===== config.mk =====
export PLATFORM = sky130hd
export DESIGN_NAME = spi_send_arbiter
export DESIGN_NICKNAME = d
export VERILOG_FILES = /design/src/rtl/spi_pkg.sv /design/src/rtl/rr_priority_sel.sv /design/src/rtl/spi_send_arbiter.sv
export SDC_FILE = /design/constraint.sdc
export NUM_CORES = 1
export LEC_CHECK = 0
export CAP_MARGIN = 30
export CORE_ASPECT_RATIO = 1.5
export CORE_MARGIN = 2
export CORE_UTILIZATION = 38
export CTS_CLUSTER_DIAMETER = 80
export DETAILED_ROUTE_END_ITERATION = 6
export GPL_TIMING_DRIVEN = 0
export HOLD_SLACK_MARGIN = 0.08
export PLACE_DENSITY = 0.77
export SLEW_MARGIN = 40
export SYNTH_ARGS = -nofsm -noshare
export SYNTH_HDL_FRONTEND = slang
export SYNTH_SLANG_ARGS = --single-unit
export TNS_END_PERCENT = 50

===== constraint.sdc =====
create_clock -name axi_aclk -period 2.05 [get_ports axi_aclk]
set_clock_uncertainty 0.15 [all_clocks]
set_input_delay 0.205 -clock axi_aclk [delete_from_list [all_inputs] [get_ports axi_aclk]]
set_output_delay 0.205 -clock axi_aclk [all_outputs]
set_load 0.02 [all_outputs]

===== src/rtl/spi_pkg.sv =====
// Shared definitions for the spi_send front-end: data width, arbiter
// state encoding and the round-robin pick function.
package spi_pkg;

    localparam int SPI_DATA_W = 8;

    // Widest requester set the round-robin helper supports
    localparam int RR_MAX_SRC = 8;
    localparam int RR_IDX_W   = 3;

    typedef enum logic [0:0] {
        IDLE = 1'b0,
        LOCK = 1'b1
    } arb_state_e;

    // Returns the first set request bit searching upward from last+1,
    // wrapping modulo n. With no request set it returns last unchanged,
    // so callers qualify the result with their own any-request flag.
    function automatic logic [RR_IDX_W-1:0] rr_pick(
        input logic [RR_MAX_SRC-1:0] req,
        input logic [RR_IDX_W-1:0]   last,
        input int                    n
    );
        logic [RR_IDX_W-1:0] pick;
        logic                found;
        int                  idx;
        pick  = last;
        found = 1'b0;
        for (int k = 1; k <= RR_MAX_SRC; k++) begin
            idx = (int'(last) + k) % n;
            if ((k <= n) && !found && req[RR_IDX_W'(idx)]) begin
                pick  = RR_IDX_W'(idx);
                found = 1'b1;
            end
        end
        return pick;
    endfunction

endpackage


===== src/rtl/rr_priority_sel.sv =====
// Combinational round-robin picker: chooses the next requester after the
// most recent winner. Reusable by any resource shared between requesters.
module rr_priority_sel
    import spi_pkg::*;
#(
    parameter int NUM_SRC = 3,
    parameter int ID_W    = $clog2(NUM_SRC)
) (
    input  logic [NUM_SRC-1:0] req,
    input  logic [ID_W-1:0]    last,
    output logic [ID_W-1:0]    gnt_idx,
    output logic               any_req
);

    logic [RR_MAX_SRC-1:0] req_ext_s;
    logic [RR_IDX_W-1:0]   last_ext_s;

    // Widen the request vector and last winner to the helper's fixed size, then pick
    always_comb begin
        req_ext_s  = RR_MAX_SRC'(req);
        last_ext_s = RR_IDX_W'(last);
        gnt_idx    = ID_W'(rr_pick(req_ext_s, last_ext_s, NUM_SRC));
        any_req    = |req;
    end

endmodule


===== src/rtl/spi_send_arbiter.sv =====
// Packet-level round-robin arbiter sharing the spi_send byte stream between
// NUM_SRC requesters. A grant is held until the packet's last beat (or the
// beat limit) so packets never interleave on the SPI link.
module spi_send_arbiter
    import spi_pkg::*;
#(
    parameter int NUM_SRC   = 3,
    parameter int DATA_W    = SPI_DATA_W,
    parameter int MAX_BEATS = 64,
    parameter int ID_W      = $clog2(NUM_SRC)
) (
    input  logic                      axi_aclk,
    input  logic                      axi_aresetn,
    input  logic [NUM_SRC-1:0]        s_axis_rvalid,
    output logic [NUM_SRC-1:0]        s_axis_rready,
    input  logic [NUM_SRC*DATA_W-1:0] s_axis_rdata,
    input  logic [NUM_SRC-1:0]        s_axis_rlast,
    output logic                      m_axis_rvalid,
    input  logic                      m_axis_rready,
    output logic [DATA_W-1:0]         m_axis_rdata,
    output logic                      m_axis_rlast,
    output logic [ID_W-1:0]           grant_id,
    output logic                      busy,
    output logic                      trunc_pulse
);

    // Beat counter only has to reach MAX_BEATS-1; a limit of 0 means no limit
    localparam int CNT_W    = (MAX_BEATS > 1) ? $clog2(MAX_BEATS) : 1;
    localparam int CNT_LAST = (MAX_BEATS > 0) ? (MAX_BEATS - 1) : 0;
    localparam logic [ID_W-1:0] LAST_GRANT_RST = ID_W'(NUM_SRC - 1);

    arb_state_e         state_r, state_nxt_s;
    logic [ID_W-1:0]    grant_id_r, grant_id_nxt_s;
    logic [ID_W-1:0]    last_grant_r, last_grant_nxt_s;
    logic               busy_r, busy_nxt_s;
    logic               trunc_pulse_r, trunc_pulse_nxt_s;
    logic [CNT_W-1:0]   beat_cnt_r, beat_cnt_nxt_s;

    logic [ID_W-1:0]    pick_idx_s;
    logic               any_req_s;
    logic               src_last_s;
    logic               force_s;
    logic               accept_s;
    logic               sel_s;

    rr_priority_sel #(
        .NUM_SRC (NUM_SRC),
        .ID_W    (ID_W)
    ) u_rr_sel (
        .req     (s_axis_rvalid),
        .last    (last_grant_r),
        .gnt_idx (pick_idx_s),
        .any_req (any_req_s)
    );

    // Steer the granted requester onto the output stream while a packet is locked
    always_comb begin
        m_axis_rvalid = 1'b0;
        m_axis_rdata  = '0;
        src_last_s    = 1'b0;
        s_axis_rready = '0;
        sel_s         = 1'b0;
        for (int i = 0; i < NUM_SRC; i++) begin
            sel_s            = (state_r == LOCK) && (grant_id_r == ID_W'(i));
            s_axis_rready[i] = sel_s & m_axis_rready;
            m_axis_rvalid    = m_axis_rvalid | (sel_s & s_axis_rvalid[i]);
            src_last_s       = src_last_s | (sel_s & s_axis_rlast[i]);
            m_axis_rdata     = m_axis_rdata | ({DATA_W{sel_s}} & s_axis_rdata[i*DATA_W +: DATA_W]);
        end
        force_s       = (MAX_BEATS != 0) && (state_r == LOCK) && (beat_cnt_r == CNT_W'(CNT_LAST));
        m_axis_rlast  = src_last_s | force_s;
        accept_s      = m_axis_rvalid & m_axis_rready;
    end

    // Next-state logic: grant in IDLE, count beats and release on last in LOCK
    always_comb begin
        state_nxt_s       = state_r;
        grant_id_nxt_s    = grant_id_r;
        last_grant_nxt_s  = last_grant_r;
        busy_nxt_s        = busy_r;
        trunc_pulse_nxt_s = 1'b0;
        beat_cnt_nxt_s    = beat_cnt_r;
        case (state_r)
            IDLE: begin
                if (any_req_s) begin
                    grant_id_nxt_s = pick_idx_s;
                    busy_nxt_s     = 1'b1;
                    beat_cnt_nxt_s = '0;
                    state_nxt_s    = LOCK;
                end else begin
                    state_nxt_s    = IDLE;
                end
            end
            LOCK: begin
                if (accept_s && m_axis_rlast) begin
                    // Counter holds here, so it never passes MAX_BEATS-1
                    state_nxt_s       = IDLE;
                    busy_nxt_s        = 1'b0;
                    last_grant_nxt_s  = grant_id_r;
                    trunc_pulse_nxt_s = force_s & ~src_last_s;
                end else if (accept_s) begin
                    beat_cnt_nxt_s    = beat_cnt_r + CNT_W'(1);
                end else begin
                    state_nxt_s       = LOCK;
                end
            end
            default: begin
                state_nxt_s = IDLE;
                busy_nxt_s  = 1'b0;
            end
        endcase
    end

    // State and control registers with synchronous active-low reset
    always_ff @(posedge axi_aclk) begin
        if (!axi_aresetn) begin
            state_r       <= IDLE;
            grant_id_r    <= '0;
            last_grant_r  <= LAST_GRANT_RST;
            busy_r        <= 1'b0;
            trunc_pulse_r <= 1'b0;
            beat_cnt_r    <= '0;
        end else begin
            state_r       <= state_nxt_s;
            grant_id_r    <= grant_id_nxt_s;
            last_grant_r  <= last_grant_nxt_s;
            busy_r        <= busy_nxt_s;
            trunc_pulse_r <= trunc_pulse_nxt_s;
            beat_cnt_r    <= beat_cnt_nxt_s;
        end
    end

    assign grant_id    = grant_id_r;
    assign busy        = busy_r;
    assign trunc_pulse = trunc_pulse_r;

endmodule


==> flow_summary.json <==
{
  "status": "finished, final reports clean",
  "cp_top_family": "compound AO/OA/AOI/OAI gates",
  "slew_viol_final": 0,
  "synth.cell_area_um2": 1140,
  "initial_utilization": 0.394,
  "timing.final.crit_share": 0.987,
  "max_cap_viol_count": 0,
  "yosysWarningCount": 0,
  "via_count": 1370,
  "antennaDiodeCount": 0,
  "p_sw_frac": 0.338,
  "finalSetupViolCount": 0,
  "synth_top_cell_by_area": "dfxtp_1",
  "critPathCaptureType": "register",
  "ctsHoldBuffers": 0,
  "start_kind": "register",
  "dp_slack_ns": -0.392,
  "routedWlPerCell_um": 13.7,
  "dp_hpwl_mm": 2.66,
  "die_h_um": 71.0,
  "powerDensity_nw_per_um2": 488,
  "clkSinkCount": 13,
  "layout_commonest_cell": "clkdlybuf4s50_1",
  "worst-path-buf-inv": 2,
  "synth_area_per_cell_um2": 7.43,
  "ir_worst_vdd_mv": 0.319,
  "power.switching_mw": 0.306,
  "crit_chain": "inv_4 -> ha_4 -> buf_8 -> nand2b_4 -> a311oi_4 -> mux2_4 -> o21ai_2 -> o2bb2ai_1",
  "cts_buffer_depth": 2,
  "layout_setup_ws_ns": 0.0260,
  "critPathSlowestCell": "dfxtp_4",
  "rsz0062_at_grt": "yes",
  "die_w_um": 48.6,
  "rows": 24,
  "fin_area_um2": 1850,
  "core_um2": 2880,
  "p_int_mw": 0.600,
  "ant_nets": 0,
  "ys_seq_area_frac": 0.229,
  "port_buffers": 49,
  "path_class": "reg -> reg",
  "yosysTopAreaCellShare": 0.229,
  "wl_mm": 3.43,
  "grt_usage": 0.200,
  "synth_nets": 194,
  "fin_setup_tns_ns": 0,
  "hold_path_class": "reg -> reg",
  "fin_crit_ns": 2.02,
  "power.total_mw": 0.906,
  "mostFrequentLayoutCells": "clkdlybuf4s50_1 (35), nor2_1 (21), a21oi_1 (14), mux2i_1 (13), nand2_1 (13)",
  "relSlewSlack": 0.620,
  "clk_pin_slew_worst_paths_ns": 0.05,
  "drc": 0,
  "synth.area.top_cells": "dfxtp_1 (23%), mux2i_1 (11%), ha_1 (8.8%), nor2_1 (7.3%), a21oi_1 (6.2%)",
  "synth-seq-cells": 13,
  "grt_pass1_vias": 1274,
  "cts_tree": "done",
  "comb_power_share": 0.447,
  "netlist_instances": 153,
  "arrival_ns": 2.04,
  "grt_pass1_wl_mm": 5.59,
  "p_clk_frac": 0.249,
  "hold_viol_final": 0,
  "worstPathRequired_ns": 2.07,
  "hold-worst-slack_ns": 0.322,
  "fill_cells": 261,
  "max_stage_delay_ns": 0.38,
  "overflow": 0,
  "cts_buffers": 3,
  "clkLatencyLatePin_ns": 0.24,
  "drt_iter0_drc": 41,
  "area_growth_pct": 63.2,
  "grt_max_degree": 11,
  "fmax_mhz": 494,
  "antenna_found_initial": 0,
  "final_nets": 254,
  "drt-pass1-iter-count": 4,
  "cts_root_buf": "clkbuf_8",
  "place_congestion": 0.857,
  "layout-drive-gt1-share": 0.179,
  "cts_max_level": 1,
  "num_io_pins": 50,
  "worst_pin_slew_ns": 0.565,
  "worstPathMaxFanout": 10,
  "die_area_um2": 3450,
  "place_area_um2": 1680,
  "viasPerCell": 5.46,
  "p_leak_nw": 0.787,
  "synth_cell_types": 39,
  "power_frac_seq": 0.303
}
[worst reg2reg max path, delay by kind of cell (launching register included)]
kind,cells,cell delay [ns]
buffers and inverters,2,0.18
flip-flops,1,0.38
multiplexers,1,0.34
adder cells (fa/ha/maj),1,0.23
AO/OA/AOI/OAI,3,0.52
AND/OR/NAND/NOR,1,0.14
[synthesized netlist by cell type]
library cell,number
nor2_1,22
a21oi_1,14
nand2_1,14
dfxtp_1,13
mux2i_1,13
ha_1,8
o21ai_0,8
inv_1,7
nand3_1,7
clkbuf_1,4
buf_2,3
nand4_1,3
or3_1,3
nor3_1,2
nor3b_1,2
o2111ai_1,2
o211ai_1,2
o2bb2ai_1,2
o31ai_1,2
o32ai_1,2
or4_1,2
a211oi_1,1
a21bo_2,1
a21boi_0,1
a21o_1,1
a311oi_1,1
a31o_2,1
a31oi_1,1
and2_1,1
and3_1,1
buf_1,1
buf_6,1
clkinv_1,1
mux2_2,1
nand2b_1,1
nor2b_2,1
o2bb2ai_2,1
o311a_1,1
o32a_1,1
[through the flow]
stage,utilization,std cells
2_1_floorplan,-,153
3_3_place_gp,0.584,241
3_5_place_dp,0.584,241
4_1_cts,0.603,245
5_1_grt,0.643,251
6_report,0.643,251
[sequential cells by signal, indices dropped and copies added, names as in the netlist]
| signal | count |
|---|---|
| beat_cnt_r | 6 |
| busy | 1 |
| grant_id | 2 |
| last_grant_r | 2 |
| state_r | 1 |
| trunc_pulse | 1 |
[repair_timing]
item | CTS | global route
gates resized for setup | 30 | 23
pin swaps | 1 | 4
hold endpoints to repair | 0 | 0
setup endpoints to repair | 15 | 13
setup buffers | 0 | 6
[final cells by class]
class                           instances  area [µm²]  area share
Multi-Input combinational cell        123         861       0.464
Sequential cell                        13         269       0.145
Tap cell                               39        48.8      0.0263
Inverter                                8        33.8      0.0182
Clock buffer                            4        45.0      0.0243
Timing Repair Buffer                   55         520       0.281
Buffer                                  9        76.3      0.0412
[logic make-up (layout without fill, tap and decap cells)]
family	after synthesis	in the layout	synth area share
and+or+nand+nor	59	59	0.242
AOI/OAI and AO/OA	42	42	0.250
buffers and inverters	17	76	0.0661
muxes	14	14	0.124
DFF	13	13	0.229
adders and majority gates	8	8	0.0881
[per-layer routing]
layer / GRT usage / vias to the layer above / share of wire
met3: 0.0359 / 14 / 0.050
li1: - / 671 / -
met1: 0.211 / 631 / 0.37
met5: 0 / - / 0
met2: 0.374 / 54 / 0.54
met4: 0.0984 / 0 / 0.035
[path summary, 6_finish.rpt]
check | depth (start not counted) | slack (ns) | endpoint | from
max reg2reg | 8 | 0.03 | grant_id[0] | last_grant_r[1]
min reg2reg | 2 | 0.32 | busy | busy
max | 8 | 0.03 | grant_id[0] | last_grant_r[1]
min | 2 | 0.32 | busy | busy
[power groups by stage]
stage	Combinational (mW)	Clock (mW)	Sequential, mW
4_1_cts	0.375	0.225	0.274
6_report	0.405	0.226	0.275
3_5_place_dp	0.384	0	0.280
5_1_grt	0.437	0.237	0.276
3_3_place_gp	0.376	0	0.279
2_1_floorplan	0.209	0	0.286
No activity file was read; power rests on OpenSTA's default activity.
